--- src/rtl/moving_average_param.sv ---
// moving_average_param: strobe-driven moving-average filter with a run-time
// selectable power-of-two window, optional round-half-up, buffer flush on
// window change, settled flag and dropped-strobe reporting.
module moving_average_param #(
    parameter int DATA_W      = 10,
    parameter int LOG2_MAX    = 3,
    parameter int DEFAULT_WIN = 1,
    parameter int ROUND       = 1,
    localparam int WSEL_W     = $clog2(LOG2_MAX + 1),
    localparam int ACC_W      = DATA_W + LOG2_MAX
) (
    input  logic              clk,
    input  logic              rst,
    input  logic [DATA_W-1:0] data_in,
    input  logic              strobe_in,
    input  logic [WSEL_W-1:0] win_sel,
    output logic [DATA_W-1:0] data_out,
    output logic              strobe_out,
    output logic              busy,
    output logic              settled,
    output logic              drop
);

    localparam int MAX_DEPTH = 1 << LOG2_MAX;
    localparam int PTR_W     = LOG2_MAX;
    localparam int CNT_W     = LOG2_MAX + 1;

    typedef enum logic [1:0] {
        ST_RUN   = 2'd0,
        ST_CLEAR = 2'd1
    } state_t;

    state_t              state_r;
    state_t              state_nxt_s;
    logic [WSEL_W-1:0]   k_act_r;
    logic [WSEL_W-1:0]   k_req_s;
    logic [ACC_W-1:0]    acc_r;
    logic [PTR_W-1:0]    wr_ptr_r;
    logic [PTR_W-1:0]    clr_cnt_r;
    logic [CNT_W-1:0]    fill_r;
    logic [DATA_W-1:0]   mem_r [MAX_DEPTH];

    logic                accept_s;
    logic                drop_s;
    logic                enter_clear_s;
    logic [CNT_W-1:0]    n_s;
    logic [PTR_W-1:0]    rd_idx_s;
    logic [DATA_W-1:0]   old_s;
    logic [ACC_W-1:0]    acc_new_s;
    logic [ACC_W-1:0]    round_s;
    logic [ACC_W-1:0]    avg_s;
    logic [CNT_W-1:0]    fill_nxt_s;

    // Requested window exponents beyond the buffer depth fall back to the maximum.
    function automatic logic [WSEL_W-1:0] clamp_win(input logic [WSEL_W-1:0] sel);
        if (int'(sel) > LOG2_MAX) begin
            clamp_win = WSEL_W'(LOG2_MAX);
        end else begin
            clamp_win = sel;
        end
    endfunction

    // Datapath: sample leaving the window, new running sum, rounded average, next fill level.
    always_comb begin
        k_req_s   = clamp_win(win_sel);
        n_s       = CNT_W'(1) << k_act_r;
        // With N == MAX_DEPTH the index wraps to wr_ptr itself: the entry about to be overwritten.
        rd_idx_s  = wr_ptr_r - n_s[PTR_W-1:0];
        old_s     = mem_r[rd_idx_s];
        acc_new_s = acc_r + ACC_W'(data_in) - ACC_W'(old_s);
        if (ROUND != 0) begin
            round_s = (ACC_W'(1) << k_act_r) >> 1;
        end else begin
            round_s = {ACC_W{1'b0}};
        end
        // N*max + N/2 stays below 2^ACC_W, so the sum cannot wrap and the result fits DATA_W.
        avg_s = (acc_new_s + round_s) >> k_act_r;
        if (fill_r != n_s) begin
            fill_nxt_s = fill_r + CNT_W'(1);
        end else begin
            fill_nxt_s = fill_r;
        end
    end

    // Next-state logic: a window change beats a simultaneous strobe; CLEAR runs a fixed length.
    always_comb begin
        state_nxt_s = state_r;
        accept_s    = 1'b0;
        drop_s      = 1'b0;
        case (state_r)
            ST_RUN: begin
                if (k_req_s != k_act_r) begin
                    state_nxt_s = ST_CLEAR;
                    drop_s      = strobe_in;
                end else begin
                    accept_s    = strobe_in;
                end
            end
            ST_CLEAR: begin
                drop_s = strobe_in;
                if (clr_cnt_r == PTR_W'(MAX_DEPTH - 1)) begin
                    state_nxt_s = ST_RUN;
                end else begin
                    state_nxt_s = ST_CLEAR;
                end
            end
            default: begin
                state_nxt_s = ST_RUN;
            end
        endcase
        enter_clear_s = (state_r == ST_RUN) && (state_nxt_s == ST_CLEAR);
    end

    // Control and datapath registers plus all registered outputs.
    always_ff @(posedge clk or posedge rst) begin
        if (rst) begin
            state_r    <= ST_RUN;
            k_act_r    <= WSEL_W'(DEFAULT_WIN);
            acc_r      <= {ACC_W{1'b0}};
            wr_ptr_r   <= {PTR_W{1'b0}};
            clr_cnt_r  <= {PTR_W{1'b0}};
            fill_r     <= {CNT_W{1'b0}};
            data_out   <= {DATA_W{1'b0}};
            strobe_out <= 1'b0;
            busy       <= 1'b0;
            settled    <= 1'b0;
            drop       <= 1'b0;
        end else begin
            state_r    <= state_nxt_s;
            strobe_out <= accept_s;
            drop       <= drop_s;
            busy       <= (state_nxt_s == ST_CLEAR);
            if (enter_clear_s) begin
                k_act_r   <= k_req_s;
                acc_r     <= {ACC_W{1'b0}};
                wr_ptr_r  <= {PTR_W{1'b0}};
                clr_cnt_r <= {PTR_W{1'b0}};
                fill_r    <= {CNT_W{1'b0}};
                settled   <= 1'b0;
            end else if (state_r == ST_CLEAR) begin
                clr_cnt_r <= clr_cnt_r + PTR_W'(1);
            end else if (accept_s) begin
                acc_r    <= acc_new_s;
                wr_ptr_r <= wr_ptr_r + PTR_W'(1);
                fill_r   <= fill_nxt_s;
                settled  <= (fill_nxt_s == n_s);
                data_out <= DATA_W'(avg_s);
            end
        end
    end

    // Sample history: written on accepted strobes, zeroed one entry per cycle during CLEAR.
    always_ff @(posedge clk or posedge rst) begin
        if (rst) begin
            for (int i = 0; i < MAX_DEPTH; i++) begin
                mem_r[i] <= {DATA_W{1'b0}};
            end
        end else if (state_r == ST_CLEAR) begin
            mem_r[clr_cnt_r] <= {DATA_W{1'b0}};
        end else if (accept_s) begin
            mem_r[wr_ptr_r] <= data_in;
        end
    end

endmodule

--- config.mk ---
export PLATFORM = sky130hd
export DESIGN_NAME = moving_average_param
export DESIGN_NICKNAME = d
export VERILOG_FILES = /design/src/rtl/moving_average_param.sv
export SDC_FILE = /design/constraint.sdc
export NUM_CORES = 1
export LEC_CHECK = 0
export ABC_AREA = 1
export CAP_MARGIN = 10
export CORE_ASPECT_RATIO = 0.7
export CORE_MARGIN = 5
export CORE_UTILIZATION = 66
export DETAILED_ROUTE_END_ITERATION = 10
export HOLD_SLACK_MARGIN = 0.1
export PLACE_DENSITY_LB_ADDON = 0.05
export SLEW_MARGIN = 15
export SYNTH_ARGS = -nofsm -noshare
export SYNTH_HDL_FRONTEND = slang
export SYNTH_SLANG_ARGS = --single-unit
--- constraint.sdc ---
create_clock -name clk -period 7.2 [get_ports clk]
set_input_delay 1.08 -clock clk [delete_from_list [all_inputs] [get_ports clk]]
set_output_delay 1.08 -clock clk [all_outputs]
set_load 0.01 [all_outputs]
==> results.cfg, run 1 <==
[sta]
fmax_mhz = 167
finalSetupViolations = 0
setup_tns_ns = 0
relSlewSlack_pct = 23.7
maxSlewViolCount = 0
finalHoldViolCount = 0
fin_skew_ns = 0.0113
post-route-period-util_pct = 83.4
grt_setup_unrepaired = no
whs_ns = 0.483
worst_pin_slew_ns = 1.14
period_minus_slack_ns = 6.00

[die]
die_w_um = 135
die_h_um = 97.3
placementRows = 31
dieArea_um2 = 13100
num_io_pins = 29
initial_utilization_pct = 68.4
core_area_um2 = 10500

[clock_network]
root_buffer = clkbuf_16
cts-hold-fix-buffers = 0
cts_buffers = 17
clkSinkCount = 121
htree_levels = 4
clock_latency_ns = 0.43
post_cts_buffers = 0
cts_resized = 0
cts_tree = done
clockBufferDepth = 2
clk_pin_slew_ns = 0.07

[synthesis]
synth_edf_count = 0
synth.largest_area_cell = dfrtp_1
syn_inst = 893
seq_area_frac_synth_pct = 42.1
synth-seq-cells = 121
async_reset_ff_share_pct = 100
ys_types = 44
syn_nets = 940
syn_avg_cell_area_um2 = 8.05
ys.flop_type = dfrtp_1
syn_area_um2 = 7190
synth_top_area_share_pct = 41.8
synth_warnings = 0
ys_top_cells_by_area = dfrtp_1 42%, nand2_1 9.0%, nand3_1 6.3%

[global_route]
grt_pass1_wl_mm = 33.0
overflow = 0
track_usage_pct = 32.4
grt_pass1_vias = 6262
antenna_found_initial = 0
grt_start_max_net_pins = 65

[critical_path]
max_stage_delay_ns = 1.01
required_ns = 7.55
start_kind = flop
cp_max_fo = 21
slowest_stage = fa_1
arrival_ns = 6.35
crit_top_cell = nand2_1
end_kind = flop
path_class = flop to flop

[route]
first_iter_violations = 1035
dr_total_vias = 6633
routed_wl_mm = 20.5
final_antenna_net_count = 0
wire_per_inst_um = 19.2
drt-pass1-iter-count = 6
vias_per_cell = 6.20
drc = 0

[finish]
syn_to_final_growth_pct = 12.8
final_common_cell = nand2_1
n_antenna_cell = 0
mostFrequentLayoutCells = 172 x nand2_1, 120 x dfrtp_1, 112 x inv_1
fin_nets = 956
drive_above_1_share_pct = 9.54

[place]
place_congestion = 1.01
dpl.hpwl_mm = 14.6
port_buffers = 28

[outcome]
status = finished clean

[hold_path]
min_path_type = flop to flop

[job]
max-cap-violations = 0
[cell usage after synthesis, types with 2 or more instances]
| cell | instances |
|---|---|
| o211ai_1 | 12 |
| a21oi_1 | 29 |
| nor2_1 | 41 |
| a31oi_1 | 6 |
| nor2_8 | 2 |
| nand4_4 | 4 |
| nand3_2 | 6 |
| buf_2 | 9 |
| xnor2_1 | 5 |
| xor2_1 | 13 |
| nand2_1 | 172 |
| buf_4 | 3 |
| clkbuf_1 | 21 |
| inv_2 | 10 |
| o21ai_1 | 21 |
| nand3_1 | 90 |
| nand2_2 | 12 |
| o21ai_0 | 86 |
| nor2_2 | 7 |
| nor3_1 | 3 |
| dfrtp_1 | 120 |
| ha_1 | 20 |
| nand4_1 | 6 |
| o22ai_1 | 48 |
| nand2_4 | 3 |
| fa_1 | 12 |
| or2_2 | 3 |
| inv_1 | 113 |
[metrics by stage]
stage / utilization (%) / cell area [um^2] / setup WS, ns / cells
floorplan: - / 7190 / 2.66 / 893
global placement: 71.6 / 7530 / 1.55 / 1038
detailed placement: 71.6 / 7530 / 1.33 / 1038
CTS: 77.2 / 8110 / 1.25 / 1070
global route: 77.2 / 8110 / 0.862 / 1070
finish: 77.2 / 8110 / 1.20 / 1070
[state kept, by name, indices dropped and copies added, names as in the netlist]
name,flops
data_out,10
clr_cnt_r,3
strobe_out,1
mem_r,80
busy,1
wr_ptr_r,3
k_act_r,2
acc_r,13
drop,1
settled,1
state_r,2
fill_r,4
[layout make-up]
type	count	area, um^2
inverter	123	464
clock inverter	13	138
fill	754	2400
sequential	121	3030
timing repair buffer	31	303
multi-input combinational	615	3550
tap	148	185
clock buffer	19	443
[metal layers]
metal / up-vias / GRT usage (%) / routed length (um)
met2: 421 / 43.9 / 8410
met5: - / 0 / 0
li1: 3017 / - / -
met1: 3145 / 48.0 / 9020
met3: 50 / 11.4 / 2650
met4: 0 / 11.2 / 449
[worst max-delay path, delay by kind of cell, from the launching register on]
| family | cells | cell delay [ns] |
|---|---|---|
| adders and majority gates | 5 | 2.24 |
| and+or+nand+nor | 11 | 1.16 |
| xor gates and xnor gates | 1 | 0.24 |
| AOI/OAI and AO/OA | 4 | 0.70 |
| DFF | 1 | 0.50 |
| buffers and inverters | 6 | 1.06 |
[cells by family (layout without fill, tap and decap cells)]
| logic type | after synthesis | after routing | synth area share (%) |
|---|---|---|---|
| and+or+nand+nor | 353 | 353 | 23.6 |
| buffers and inverters | 157 | 186 | 8.51 |
| adders and majority gates | 32 | 32 | 6.82 |
| xor gates and xnor gates | 19 | 19 | 2.42 |
| DFF | 121 | 121 | 42.1 |
| other | 1 | 1 | 0.0522 |
| AOI/OAI and AO/OA | 210 | 210 | 16.5 |
[path summary, 6_finish.rpt]
check	start	endpoint	slack (ns)	cells after the start
worst min register to register	data_out[5]	data_out[5]	0.48	2
worst max-delay path	k_act_r[1]	data_out[7]	1.20	27
min in group asynchronous	rst	mem_r[54]	1.15	2
worst min-delay path	data_out[5]	data_out[5]	0.48	2
max in group asynchronous	rst	mem_r[79]	4.76	3
worst max register to register	k_act_r[1]	data_out[7]	1.20	27
Power of run 1 is not shown: default switching activity piles up to over one toggle a cycle in this logic, so the estimate is an artifact.
==> run 2, diff against run 1 <==
--- a/config.mk
+++ b/config.mk
@@ -9,7 +9,7 @@
 export CAP_MARGIN = 10
 export CORE_ASPECT_RATIO = 0.7
 export CORE_MARGIN = 5
-export CORE_UTILIZATION = 66
+export CORE_UTILIZATION = 56
 export DETAILED_ROUTE_END_ITERATION = 10
 export HOLD_SLACK_MARGIN = 0.1
 export PLACE_DENSITY_LB_ADDON = 0.05
==> constraint.sdc (replaced) <==
create_clock -name clk -period 5.5 [get_ports clk]
set_input_delay 0.825 -clock clk [delete_from_list [all_inputs] [get_ports clk]]
set_output_delay 0.825 -clock clk [all_outputs]
set_load 0.01 [all_outputs]
==> run 2 against run 1 <==
  * Sequential cell count did not move
  * Critical path depth stayed put
  * Non-clock buffer count rose by 9
==> results.cfg, run 2 (same netlist as run 1, synthesis figures left out) <==
[global_route]
grt_pass1_vias = 6207
antenna_found_initial = 0
track_usage_pct = 27.7
overflow = 0
grt_pass1_wl_mm = 33.5
grt_start_max_net_pins = 77

[outcome]
status = finished clean

[route]
dr_total_vias = 6529
drc = 0
final_antenna_net_count = 0
routed_wl_mm = 20.6
wire_per_inst_um = 18.9
vias_per_cell = 5.97
first_iter_violations = 694
drt-pass1-iter-count = 5

[clock_network]
clockBufferDepth = 2
clkSinkCount = 121
clock_latency_ns = 0.43
cts_tree = done
root_buffer = clkbuf_16
htree_levels = 4
cts_buffers = 17
clk_pin_slew_ns = 0.06

[critical_path]
reg2reg_slack_ns = 0.45
rr_worst_depth = 27
end_kind = flop
path_buf_inv = 6
path_class = flop to flop
start_kind = flop
max_stage_delay_ns = 0.54
arrival_ns = 5.40
reg2reg_from = wr_ptr_r[0]
crit_top_cell = nand2_1
slowest_stage = fa_1
cp_max_fo = 20
required_ns = 5.85
startpoint = wr_ptr_r[0]
critPathTopFamily = adder cells
reg2reg_to = data_out[6]

[place]
dpl.hpwl_mm = 14.9
dp.cells = 1057
port_buffers = 28
place_congestion = 0.934

[sta]
post-route-period-util_pct = 91.8
grt_setup_unrepaired = no
period_minus_slack_ns = 5.05
relSlewSlack_pct = 34.2
setup_tns_ns = 0
finalSetupViolations = 0
fin_skew_ns = 0.0182
maxSlewViolCount = 0
finalHoldViolCount = 0
worst_pin_slew_ns = 0.987
whs_ns = 0.481
fmax_mhz = 198

[finish]
utilization_pct = 65.9
syn_to_final_growth_pct = 14.6
largestRegisters = mem_r x80, acc_r x13, data_out x10
fin_nets = 965
mostFrequentLayoutCells = 171 x nand2_1, 119 x dfrtp_1, 110 x inv_1
final.fill_count = 1046
instances_no_fill = 1093
drive_above_1_share_pct = 11.1
final_common_cell = nand2_1
largest_reg_flops = 80
n_antenna_cell = 0
top_register = mem_r

[die]
initial_utilization_pct = 57.5
die_h_um = 105
core_area_um2 = 12500
num_io_pins = 29
die_w_um = 145
placementRows = 34
dieArea_um2 = 15200

[hold_path]
hold_end = data_out[3]
hold_depth = 2
hp-start = data_out[3]
min_path_type = flop to flop

[job]
max-cap-violations = 0
[run 2: per-stage QoR]
step	worst slack, ns	instance area, um^2
final	0.451	8240
after global routing	0.0101	8240
after CTS	0.294	8170
after detailed placement	0.315	7580
after global placement	0.475	7580
after floorplan	0.959	7190
[run 2: area by class of cell]
type,instances,area [um^2],area share [%]
Clock inverter,13,143,1.73
Multi-Input combinational cell,615,3570,43.4
Sequential cell,121,3030,36.8
Tap cell,162,203,2.46
Timing Repair Buffer,40,374,4.54
Inverter,123,473,5.74
Clock buffer,19,443,5.38
[run 2: worst min-delay path, delay by kind of cell (launching register included)]
| kind | cells | cell delay, ns |
|---|---|---|
| simple gates | 2 | 0.11 |
| flops | 1 | 0.34 |
[run 2: timing repair]
action,in CTS,in global routing
setup endpoints to repair,0,9
hold buffers,0,0
gates resized for setup,0,10
setup buffers,0,4
[run 2: metal layers]
| layer | routed length [um] | up-vias | global-route usage [%] |
|---|---|---|---|
| met5 | 0 | - | 0 |
| met4 | 376 | 0 | 7.79 |
| met3 | 2120 | 31 | 9.56 |
| met2 | 8210 | 288 | 36.8 |
| met1 | 9900 | 3168 | 42.6 |
| li1 | - | 3042 | - |
[run 2: worst max-delay path by stage]
| stage | endpoint | slack (ns) | depth (start not counted) |
|---|---|---|---|
| after floorplan | data_out[9] | 0.96 | 31 |
| after global placement | data_out[6] | 0.48 | 27 |
| after detailed placement | data_out[6] | 0.32 | 27 |
| after CTS | data_out[6] | 0.29 | 27 |
| after global routing | data_out[9] | 0.01 | 31 |
| final | data_out[6] | 0.45 | 27 |
Power of run 2 is left out for the same reason.
==> run 3, diff against run 2 <==
--- a/config.mk
+++ b/config.mk
@@ -8,7 +8,6 @@
 export ABC_AREA = 1
 export CAP_MARGIN = 10
 export CORE_ASPECT_RATIO = 0.7
-export CORE_MARGIN = 5
 export CORE_UTILIZATION = 56
 export DETAILED_ROUTE_END_ITERATION = 10
 export HOLD_SLACK_MARGIN = 0.1
==> run 3 against run 2 <==
  * Maximum frequency down 0.92%
  * Routed wire length decreased by 3.4%
  * Critical path depth down 1
  * Largest cell class unchanged
  * Global-route usage is 4.7 points higher
  * Via count shrank 0.64%
  * Hold slack worse by 0.0013 ns
  * Cell area down 0.67%
  * Critical path type unchanged
  * Worst setup slack lost 0.047 ns
==> results.cfg, run 3 (same netlist as run 1, synthesis figures left out) <==
[sta]
finalSetupViolations = 0
whs_ns = 0.480
period_minus_slack_ns = 5.10
finalHoldViolCount = 0
worst_pin_slew_ns = 1.00
fmax_mhz = 196
post-route-period-util_pct = 92.7
fin_skew_ns = 0.00711
maxSlewViolCount = 0
relSlewSlack_pct = 33.1

[clock_network]
clock_latency_ns = 0.42
clockBufferDepth = 2
htree_levels = 4
clk_pin_slew_ns = 0.06
cts_buffers = 17
cts_tree = done
cts-hold-fix-buffers = 0
root_buffer = clkbuf_16
clkSinkCount = 121

[global_route]
track_usage_pct = 32.4
grt_pass1_wl_mm = 32.5
grt_pass1_vias = 6041
overflow = 0
grt_start_max_net_pins = 82
antenna_found_initial = 0

[hold_path]
min_path_type = flop to flop

[critical_path]
arrival_ns = 5.41
cp_max_fo = 11
start_kind = flop
end_kind = flop
path_class = flop to flop
required_ns = 5.81

[finish]
largest_reg_flops = 80
top_register = mem_r
final_common_cell = nand2_1
multi_input_area_um2 = 3560
n_antenna_cell = 0
final.fill_count = 1056
mostFrequentLayoutCells = 171 x nand2_1, 119 x dfrtp_1, 110 x inv_1
drive_above_1_share_pct = 10.4
largestRegisters = mem_r x80, acc_r x13, data_out x10
fin_nets = 964
syn_to_final_growth_pct = 13.8
ff_latch_area_um2 = 3030

[die]
placementRows = 34
dieArea_um2 = 13300
die_w_um = 137
initial_utilization_pct = 57.7
num_io_pins = 29
core_area_um2 = 12500
die_h_um = 96.8

[route]
final_antenna_net_count = 0
drc = 0
first_iter_violations = 578
routed_wl_mm = 19.9
vias_per_cell = 5.94
drt-pass1-iter-count = 5
dr_total_vias = 6487
wire_per_inst_um = 18.2

[job]
max-cap-violations = 0

[place]
port_buffers = 28
dpl.hpwl_mm = 14.2
place_congestion = 0.935

[outcome]
status = finished clean
[run 3: cell types whose count changed in the layout (fill, tap and decap cells not counted), moves of 2 or more]
| cell | change |
|---|---|
| inv_6 | -3 |
| xor2_1 | +2 |
| clkbuf_1 | +4 |
| xor2_2 | -2 |
[run 3: stage by stage]
stage	instance area [um^2]	setup TNS [ns]	worst slack [ns]	utilization, %	instances
floorplan	7190	0	0.959	-	893
global placement	7580	0	0.604	60.8	1056
detailed placement	7580	0	0.330	60.8	1056
CTS	8120	0	0.279	65.2	1088
global route	8180	-0.00984	-0.00881	65.6	1092
finish	8180	0	0.404	65.6	1092
[run 3: worst paths after layout]
path,start,end,slack [ns],cells past startpoint
max in group asynchronous,rst,k_act_r[1],3.36,3
max reg2reg,k_act_r[0],data_out[9],0.40,26
min in group asynchronous,rst,mem_r[42],0.99,2
max,k_act_r[0],data_out[9],0.40,26
min,data_out[2],data_out[2],0.48,2
min reg2reg,data_out[2],data_out[2],0.48,2
[run 3: timing repair]
action / in CTS / in global routing
gates resized for setup: 0 / 11
buffers inserted: 0 / 4
endpoints found under the setup margin: 0 / 9
[run 3: layout make-up]
| type | count | share of cell area (%) |
|---|---|---|
| Tap cell | 162 | 2.48 |
| Sequential cell | 121 | 37.1 |
| Clock buffer | 24 | 5.77 |
| Multi-Input combinational cell | 615 | 43.5 |
| Timing Repair Buffer | 39 | 4.48 |
| Inverter | 123 | 5.78 |
| Clock inverter | 8 | 0.918 |
[run 3: per-layer routing]
metal | up-vias | wire length [um] | global-route usage, %
met1 | 3112 | 9810 | 52.8
met5 | - | 0 | 0
met2 | 313 | 7950 | 41.6
li1 | 3034 | - | -
met3 | 28 | 1860 | 7.97
met4 | 0 | 290 | 9.13
[run 3: critical path: stages, from the launching register on]
cell     delay [ns]
dfstp_4        0.71
nand2_2        0.13
fa_1           0.41
inv_1          0.07
xor2_1         0.34
buf_4          0.24
nand2_1        0.07
o22ai_1        0.28
fa_1           0.48
ha_1           0.43
nand2_1        0.12
nand2_1        0.10
inv_1          0.05
ha_1           0.34
nand3_1        0.11
nand2_1        0.12
nand2_2        0.09
nor2_2         0.13
nand3_2        0.13
nor2_2         0.13
nand3_1        0.11
nand3_1        0.10
nand2_1        0.05
inv_1          0.08
nand3_1        0.07
nand2_1        0.06
inv_1          0.03
Power of run 3 is left out for the same reason.
